<file path="src/rtl/pc_sequencer.sv">
// Instruction-fetch sequencer: owns the PC, runs req/ack fetches to instruction memory,
// buffers one instruction for decode and applies branch, j/jal and jr redirects.
module pc_sequencer #(
  parameter logic [31:0] RESET_PC = 32'h0040_0000
) (
  input  logic        clk,
  input  logic        rst_n,
  output logic        imem_req,
  output logic [31:0] imem_addr,
  input  logic        imem_ack,
  input  logic [31:0] imem_rdata,
  output logic        instr_valid,
  output logic [31:0] instr,
  output logic [31:0] instr_pc,
  input  logic        id_ready,
  input  logic        redir_valid,
  input  logic [1:0]  redir_type,
  input  logic [31:0] redir_base_pc,
  input  logic [15:0] redir_imm16,
  input  logic [25:0] redir_target26,
  input  logic [31:0] redir_reg,
  input  logic        halt,
  output logic        fetch_err,
  output logic [31:0] instr_count
);

  typedef enum logic [2:0] {IDLE, FETCH, KILL, HOLD, HALT} state_t;

  state_t      state, nxt_state;
  logic [31:0] pc, nxt_pc;
  logic [31:0] seq_pc, redir_target;
  logic        redir_take, redir_bad, err_next, stop, consume;

  // Redirect target decode.
  // NOTE: every always_comb output gets a default first so no path can infer a latch.
  always_comb begin
    seq_pc     = redir_base_pc + 32'd4;
    redir_take = redir_valid && (redir_type != 2'b11);
    redir_bad  = redir_take && (redir_type == 2'b10) && (redir_reg[1:0] != 2'b00);
    case (redir_type)
      2'b00:   redir_target = seq_pc + {{14{redir_imm16[15]}}, redir_imm16, 2'b00};
      2'b01:   redir_target = {seq_pc[31:28], redir_target26, 2'b00};
      default: redir_target = redir_reg & ~32'h3;
    endcase
  end

  assign err_next = fetch_err | redir_bad;
  assign stop     = halt | err_next;
  assign consume  = instr_valid && id_ready;

  always_comb begin
    nxt_state = state;
    nxt_pc    = pc;
    case (state)
      IDLE:  nxt_state = redir_bad ? HALT : FETCH;
      FETCH: begin
        if (redir_take) begin
          // A redirect racing an ack throws the word away; without an ack the
          // outstanding request must still be retired through KILL.
          if (imem_ack) nxt_state = stop ? HALT : FETCH;
          else          nxt_state = KILL;
        end else if (imem_ack) begin
          nxt_state = HOLD;
          nxt_pc    = pc + 32'd4;
        end
      end
      KILL:  if (imem_ack) nxt_state = stop ? HALT : FETCH;
      HOLD: begin
        if (redir_take)    nxt_state = stop ? HALT : FETCH;
        else if (id_ready) nxt_state = halt ? HALT : FETCH;
      end
      HALT:  if (!stop) nxt_state = FETCH;
      default: nxt_state = IDLE;
    endcase
    if (redir_take) nxt_pc = redir_target;
  end

  // NOTE: all state and registered outputs use non-blocking assignments so every
  // register samples the pre-edge values, independent of statement order.
  always_ff @(posedge clk or negedge rst_n) begin
    if (!rst_n) begin
      state       <= IDLE;
      pc          <= RESET_PC;
      imem_req    <= 1'b0;
      imem_addr   <= RESET_PC;
      instr_valid <= 1'b0;
      instr       <= '0;
      instr_pc    <= '0;
      fetch_err   <= 1'b0;
      instr_count <= '0;
    end else begin
      state     <= nxt_state;
      pc        <= nxt_pc;
      fetch_err <= err_next;
      imem_req  <= (nxt_state == FETCH) || (nxt_state == KILL);
      // While killing, the address of the request in flight must not move.
      if (nxt_state != KILL) imem_addr <= nxt_pc;
      if (state == FETCH && imem_ack && !redir_take) begin
        instr       <= imem_rdata;
        instr_pc    <= pc;
        instr_valid <= 1'b1;
      end
      if (consume || (state == HOLD && redir_take)) instr_valid <= 1'b0;
      if (consume) instr_count <= instr_count + 32'd1;
    end
  end

endmodule

</file>
<file path="config.mk">
export PLATFORM = sky130hd
export DESIGN_NAME = pc_sequencer
export DESIGN_NICKNAME = d
export VERILOG_FILES = /design/src/rtl/pc_sequencer.sv
export SDC_FILE = /design/constraint.sdc
export NUM_CORES = 1
export LEC_CHECK = 0
export ABC_AREA = 1
export BUFFER_PORTS_ARGS = -buffer_cell sky130_fd_sc_hd__buf_2
export CAP_MARGIN = 10
export CORE_MARGIN = 5
export CORE_UTILIZATION = 59
export CTS_CLUSTER_SIZE = 12
export DETAILED_ROUTE_END_ITERATION = 10
export PLACE_DENSITY = 0.87
export SYNTH_ARGS = -nofsm -noshare
export SYNTH_HDL_FRONTEND = slang
export SYNTH_SLANG_ARGS = --single-unit
</file>
<file path="constraint.sdc">
create_clock -name clk -period 3 [get_ports clk]
set_input_delay 0.15 -clock clk [delete_from_list [all_inputs] [get_ports clk]]
set_output_delay 0.15 -clock clk [all_outputs]
set_load 0.01 [all_outputs]
</file>
==> results.txt, run 1 <==
- Number of hold violations in the final report: 0
- Number of buffers created by CTS: 17
* Maximum fanout count along the critical path: 5
- Number of sinks driven by the clock tree: 166
- All-Layer GR Usage: 32.3%
* Startpoint Class: input port
* Floorplan die area: 21800 µm²
* Sequential cell area fraction in the yosys report: a little under two fifths
* Area share of the leading cell type in the synthesized netlist: 36.6%
* Total Power: 9570 µW
- From left edge to right edge, the die measures 148 µm.
- Synth Cell Area: 11200 µm²
- Post-synthesis net count: 1693
- Final Hold Slack: ~0.020 ns
- Input and output buffers added on the ports amount to ~280.
* Number of max-cap violations: 0
* Synthesis Warnings: 0
* Achievable Freq: about 380 MHz
* Row count: 50
* Global-route wire length before repair: 56600 µm
- Initial detailed-routing violation count: approximately 1100
- For this run, asynchronously set or reset flops after synthesis account for between 90% and 100%.
- The biggest area contributor in the post-synthesis netlist is sky130_fd_sc_hd__dfrtp_1.
* Final Wtd Congestion: 0.948
* Via count of the first global-routing pass: 11200
- Cells fill between 70 and 80% of the core in the end.
* Nets: 2012
* Post-synthesis area per instance: between 7 and 8 µm²
- Footprint of the multi-input gates: 6100 µm²
* Peak ir drop on the vdd network: about 0.44 mV
- In this run, post-CTS repair resized a total of 0 instances.
- After detailed placement, the total cell area comes to 12900 µm².
- The tree is rooted in a sky130_fd_sc_hd__clkbuf_16.
- Final wirelength: 35600 µm
* PwrDens: 691 nW/µm²
* Crit. End Element: register
* DRC viols: 0
* Cells taking the most area after synthesis: sky130_fd_sc_hd__dfrtp_1, sky130_fd_sc_hd__nand2_1, sky130_fd_sc_hd__inv_1
- Headroom to the max-slew limit: 41.6%
- After detailed routing, the average wire length per cell comes to ~17 µm.
- The longest clock path from root to sink contains 2 buffers.
- The layout has 1371 filler cells.
- Once the floorplan was initialized, standard cells occupied 59.9% of the core.
- The critical path is of the input port to register type.
- The worst hold path belongs to the class input port to register.
* Layout cells sized above 1: 24.1%
* Number of search-and-repair iterations in the first detailed-routing pass: 5
- Among all cell types in the netlist, the one instantiated most often is sky130_fd_sc_hd__nand2_1.
- Detailed placement HPWL: 27300 µm
- Tcrit/Tclk final: 88.5%
- The H-tree generated during clock tree synthesis spans 4 levels.
- Post-Syn Instances: 1509
- Max Slew Vio Count: 0
* Routed via count: 11500
- Total gr overflow: 0
- Number of synthesized flops with an enable pin: 0
* Yosys cell types: 57
- Counting tap cells, the placed design contains a total of 2009 instances.
* Unrepaired setup endpoints after global routing: false
* Arrival time worst endpoint: 2.96 ns
- In this run, synthesis produced a sequential element count of 166.
- TritonCTS built the clock tree.
* Most used DFF post-synth: sky130_fd_sc_hd__dfrtp_1
* Detailed-route vias per instance: around 5.5
- Antenna violations before repair: 1
- Core region area: 18700 µm²
- The flow ran to the end, and the final reports show no timing, DRC or antenna violations.
- Clock skew: 0.0108 ns
* Final count of negative-setup-slack endpoints: 0
- Num ports: 277
- After clock tree synthesis, the clock-pin slew on the worst setup and hold paths is 0.07 ns.
* Antenna viol nets, final: 0
- Synth top cells by count: sky130_fd_sc_hd__nand2_1, sky130_fd_sc_hd__inv_1, sky130_fd_sc_hd__dfrtp_1
- Entering global routing, the biggest net connects 92 pins.
- At the pin with the least slew margin, the transition time is 0.876 ns.
- Vert. Die Dim: 148 µm
* Minimum clock period after layout: 2.66 ns
- Flip-flop and latch area: between 4000 and 5000 µm²
- LEAKAGE: approximately 0.0075 µW
- For the worst-skew pair, the clock arrives at the later sink with an insertion delay of 0.44 ns.
* Synthesis-to-layout area growth: 23.7%
- Data on the critical path is required at its endpoint by between 3 and 4 ns.
* Final design instance area without fill: 13900 µm²
- The finished layout holds a little over 2000 standard cells, fillers aside.
[through the flow]
step           worst slack [ns]  setup TNS, ns
2_1_floorplan             0.382              0
4_1_cts                   0.378              0
3_5_place_dp            -0.0665         -0.168
3_3_place_gp            -0.0341        -0.0591
5_1_grt                  0.0696              0
6_report                  0.345              0
[layer usage]
metal	GRT usage, %	part of all wire (%)	vias to the layer above
met3	5.95	7.7	97
met4	13.8	4.1	0
li1	-	-	5485
met2	54.7	48	528
met5	0	0	-
met1	40.8	40	5387
[final timing paths]
kind                                   start              end  slack (ns)  cells past startpoint
setup / recovery            redir_base_pc[2]    imem_addr[15]        0.34                     20
hold / removal             redir_target26[2]            pc[4]        0.02                      3
setup reg to reg                    state[2]        instr[21]        0.87                      6
hold reg to reg              instr_count[31]  instr_count[31]        0.48                      1
max in group asynchronous              rst_n     imem_addr[1]        1.90                      3
min in group asynchronous              rst_n        instr[30]        0.25                      2
[cell families (layout without fill, tap and decap cells)]
family	after synthesis	after routing	synth area share [%]
buffers and inverters	239	571	8.59
adder cells (fa/ha/maj)	38	38	4.31
AND/OR/NAND/NOR	818	818	33.2
XOR/XNOR	71	71	5.55
AO/OA/AOI/OAI	138	138	7.35
multiplexers	39	39	3.92
flip-flops	166	166	37.1
other	0	1	0
[layout by cell type, fill, tap and decap left out, types with 4 or more instances in the layout]
cell type and n:
sky130_fd_sc_hd__nor2_4 8, sky130_fd_sc_hd__mux2_2 39, sky130_fd_sc_hd__nand2_1 458, sky130_fd_sc_hd__and2_1 9
sky130_fd_sc_hd__a31oi_1 4, sky130_fd_sc_hd__nor4_1 6, sky130_fd_sc_hd__buf_4 23, sky130_fd_sc_hd__nand4_1 25
sky130_fd_sc_hd__nor3_2 4, sky130_fd_sc_hd__ha_1 37, sky130_fd_sc_hd__o21ai_0 48, sky130_fd_sc_hd__o21bai_1 5
sky130_fd_sc_hd__a221oi_1 10, sky130_fd_sc_hd__a21oi_2 4, sky130_fd_sc_hd__xor2_1 51, sky130_fd_sc_hd__nor2_2 10
sky130_fd_sc_hd__or2_2 5, sky130_fd_sc_hd__buf_2 275, sky130_fd_sc_hd__nand3_1 129, sky130_fd_sc_hd__nor2_1 102
sky130_fd_sc_hd__o21ai_1 6, sky130_fd_sc_hd__nand3_4 4, sky130_fd_sc_hd__inv_1 197, sky130_fd_sc_hd__dfrtp_1 164
sky130_fd_sc_hd__inv_2 7, sky130_fd_sc_hd__inv_6 4, sky130_fd_sc_hd__dlygate4sd3_1 34, sky130_fd_sc_hd__nand2_2 13
sky130_fd_sc_hd__xnor2_1 20, sky130_fd_sc_hd__clkbuf_16 17, sky130_fd_sc_hd__nor3_1 29, sky130_fd_sc_hd__a21oi_1 43
[worst max-delay path, cell delays in order]
cell and delay, ns:
sky130_fd_sc_hd__buf_2 0.10, sky130_fd_sc_hd__ha_1 0.19, sky130_fd_sc_hd__nand2_1 0.06, sky130_fd_sc_hd__nor2_1 0.12
sky130_fd_sc_hd__inv_1 0.07, sky130_fd_sc_hd__nor2_1 0.08, sky130_fd_sc_hd__nand3_1 0.12, sky130_fd_sc_hd__buf_4 0.17
sky130_fd_sc_hd__xnor2_1 0.12, sky130_fd_sc_hd__ha_1 0.35, sky130_fd_sc_hd__nand2_1 0.17, sky130_fd_sc_hd__inv_1 0.06
sky130_fd_sc_hd__a21oi_1 0.25, sky130_fd_sc_hd__and2_1 0.17, sky130_fd_sc_hd__nand2_1 0.14, sky130_fd_sc_hd__or2_2 0.31
sky130_fd_sc_hd__nand3_1 0.07, sky130_fd_sc_hd__nand3_1 0.09, sky130_fd_sc_hd__nand2_1 0.11, sky130_fd_sc_hd__a21oi_2 0.07
[state kept, by name, indices dropped and copies added, names as in the netlist]
signal and count:
pc 32, instr_valid 1, instr_count 32, instr_pc 32
fetch_err 1, imem_addr 32, state 3, instr 32
imem_req 1
[cell type report]
type | count | area share, %
clock buffers | 18 | 3.17
repair buffers | 335 | 14.0
well taps | 234 | 2.11
diodes | 1 | 0.0181
flip-flops and latches | 166 | 30.0
multi-input cells | 1104 | 44.0
clock inverters | 14 | 1.16
inverters | 204 | 5.53
[report_power, final]
group | total, µW | switching, µW | internal [µW]
clock network | 2190 | 987 | 1200
logic | 3790 | 2330 | 1460
registers | 3590 | 570 | 3020
total | 9570 | 3880 | 5690
[repair_timing]
item                      in CTS  in global routing
hold buffers                  34                  0
buffers inserted               0                  0
hold endpoints to repair      95                  0
Note: power is estimated with default switching activity, not from simulation.
==> run 2, diff against run 1 <==
Settings changed: CORE_MARGIN 5 to not set, MAX_ROUTING_LAYER set to met4.
==> results.txt, run 2 (synthesized netlist as in run 1, its figures left out) <==
- Core region area: 18600 µm²
* Global-route wire length before repair: 57500 µm
* Launching point of the worst reg2reg path: state[2]
- Synthesis-to-layout area growth: 23.6%
- From bottom edge to top edge, the die measures ~140 µm.
- Reg2Reg Depth: 12
- Headroom to the max-slew limit: 40.2%
* Family with the most delay on the worst path: simple AND/OR/NAND/NOR gates
* Final design instance area without fill: 13800 µm²
* Nets: 2010
* Number of buffers created by CTS: 17
- Status: finished clean
- The max-slew violation count was 0.
- After clock tree synthesis, the setup repair step added 0 buffers.
* Endpoint required time on the critical path: 3.29 ns
* Cell internal pwr: 5760 µW
- The clock passes through at most 2 buffers.
- For this block, the initial DRC count from the detailed router was 932.
* Cell at the slowest stage of the critical path: sky130_fd_sc_hd__ha_1
- Detailed placement finished with a half-perimeter wire length of approximately 27000 µm.
* CP Buf/Inv Count: 4
- For this run, the top clock speed supported by timing is between 300 and 400 MHz.
- Setup repair after global routing left no endpoint under its margin.
- Critical register-to-register path endpoint: imem_addr[23]
* Final Wtd Congestion: between 0.9 and 1
- Most frequent cells in the layout: sky130_fd_sc_hd__nand2_1, sky130_fd_sc_hd__buf_2, sky130_fd_sc_hd__inv_1, sky130_fd_sc_hd__dfrtp_1, sky130_fd_sc_hd__nand3_1
- At the end of the flow the core is filled with cells to between 70% and 80%.
- 0 antenna diodes ended up in the layout.
- Most common library cell in the layout ignoring fill and taps: sky130_fd_sc_hd__nand2_1
* Detailed-route vias per instance: 5.56
* Worst min-delay path startpoint: redir_target26[0]
- Walking the worst path, the cells encountered are buf_2, ha_1, nand2_1, nor2_2, inv_1, nor2_1, nand3_1, buf_4, xnor2_1, ha_1, nand2_1, inv_1, a21oi_1, and2_1, nand2_1, or2_2, nand3_1, nand3_1, nand2_1, a21oi_2.
- In the final layout, the share of cells above drive strength 1 is approximately 24%.
- Maximum fanout count along the critical path: 5
* Part of the power in combinational logic: between 30% and 40%
- Once detail routing completed, the nets flagged for antenna violations numbered 0.
* DR WL/cell: 17.4 µm
- Once routing completed, OpenROAD measured the worst setup slack at between 0.3 and 0.4 ns.
* Num ports: between 200 and 300
- The worst setup path is captured at a register.
- PwrDens: 698 nW/µm²
* Row count: 50
- Startpoint Class: input port
- The number of antenna violations at the first check in global routing is 1.
- Worst setup slack after placement: -0.128 ns
- Largest net degree at the start of global routing: 92
- The final route contains 11500 vias.
* Number of cells on the worst hold path: 3
- Once the floorplan was initialized, standard cells occupied 60.1% of the core.
- Placed cell area: ~13000 µm²
* Peak ir drop on the vdd network: 0.474 mV
- Switching power of the nets: 3910 µW
- The later pin in the worst-skew pair is clocked with a latency of 0.43 ns.
- By instance count, the cell type seen most on the critical path is sky130_fd_sc_hd__nand2_1.
- DRC viols: 0
* Floorplan die area: 19500 µm²
- For the pin with the worst max-slew slack, the measured transition is 0.896 ns.
* Peak per-stage delay on the critical path: 0.34 ns
- Final wirelength: 36100 µm
- Total gr overflow: 0
- Via count of the first global-routing pass: ~11000
- The worst path in the final design needs a cycle of about 2.7 ns, including I/O delays and setup.
- Number of port buffers: 276
* Clock skew: 0.0169 ns
* Crit path kind: input port to register
* Die Width: between 100 and 150 µm
* Number of sinks driven by the clock tree: 166
- Hold crit path type: input port to register
- The setup check on the worst reg-to-reg path leaves a slack of around 0.87 ns.
- The H-tree was split into 4 levels.
* TritonCTS clock tree: done
- All-Layer GR Usage: 38.9%
- Root Buffer: sky130_fd_sc_hd__clkbuf_16
- Tcrit/Tclk final: between 80% and 90%
- For this design the static power due to leakage is 0.00747 µW.
- End point of the most critical hold path: pc[2]
- Part of the total power dissipated in sequential elements: 37.2%
- The share of total power dissipated in the clock network is 23.1%.
- Max-cap violations in this run came to 0.
- Final count of negative-setup-slack endpoints: 0
* Proportion of total power due to net switching: 40.4%
* Total Power: between 9000 and 10000 µW
* Number of search-and-repair iterations in the first detailed-routing pass: 8
- After clock tree synthesis, the clock-pin slew on the worst setup and hold paths is 0.07 ns.
- For the worst setup path, the data arrival time is 2.96 ns.
- Number of hold violations in the final report: 0
==> run 2: cell count changes in the layout (fill, tap and decap cells not counted), moves of 2 or more <==
cell                            change
sky130_fd_sc_hd__clkinv_8           -2
sky130_fd_sc_hd__dlygate4sd3_1      -2
sky130_fd_sc_hd__ha_1               -2
sky130_fd_sc_hd__inv_6              +2
sky130_fd_sc_hd__nor2_1             -2
sky130_fd_sc_hd__nor2_2             +2
==> run 2: worst min-delay path, cell delays in order <==
cell	delay (ns)
sky130_fd_sc_hd__buf_2	0.10
sky130_fd_sc_hd__nand2_1	0.05
sky130_fd_sc_hd__a31oi_1	0.09
==> run 2: routing by layer <==
layer  up-vias  share of wire [%]  track usage, %
li1       5490                  -               -
met1      5366                 40            47.0
met2       563                 48            63.3
met3       117                6.6            6.06
met4         0                4.9            19.5
met5         -                  0               -
==> run 2: how the worst max path moves through the flow <==
stage | start | endpoint | slack [ns] | depth (start not counted)
global route | redir_base_pc[4] | imem_addr[29] | 0.02 | 23
finish | redir_base_pc[2] | imem_addr[15] | 0.33 | 20
floorplan | redir_base_pc[2] | imem_addr[30] | 0.38 | 24
detailed placement | redir_base_pc[2] | imem_addr[27] | -0.13 | 25
global placement | redir_base_pc[2] | imem_addr[15] | -0.06 | 20
CTS | redir_base_pc[2] | imem_addr[23] | 0.23 | 22
==> run 2: power by group through the flow <==
stage	Clock (µW)	Sequential [µW]	Combinational [µW]
floorplan	0	3830	1980
global placement	0	3540	3580
global route	2330	3670	4170
finish	2230	3590	3840
detailed placement	0	3580	3660
CTS	2240	3540	3740
==> run 2: cell type report <==
type	instances	area [µm²]
Clock buffer	18	439
Clock inverter	14	160
Fill cell	1437	4800
Inverter	204	766
Multi-Input combinational cell	1104	6120
Sequential cell	166	4160
Tap cell	234	293
Timing Repair Buffer	333	1910
==> run 2: what timing repair did <==
item                                    4_1_cts  5_1_grt
endpoints found under the hold margin       110        0
gates resized for setup                       0        5
endpoints found under the setup margin        0       12
hold buffers                                 32        0
==> run 2: through the flow <==
step | instances | TNS (ns) | hold WS, ns
after CTS | 2073 | 0 | 0.0105
after detailed placement | 2009 | -0.866 | 0.247
after global routing | 2073 | 0 | 0.0165
after floorplan | 1509 | 0 | -0.146
after global placement | 2009 | -0.113 | 0.238
final | 2073 | 0 | 0.0227
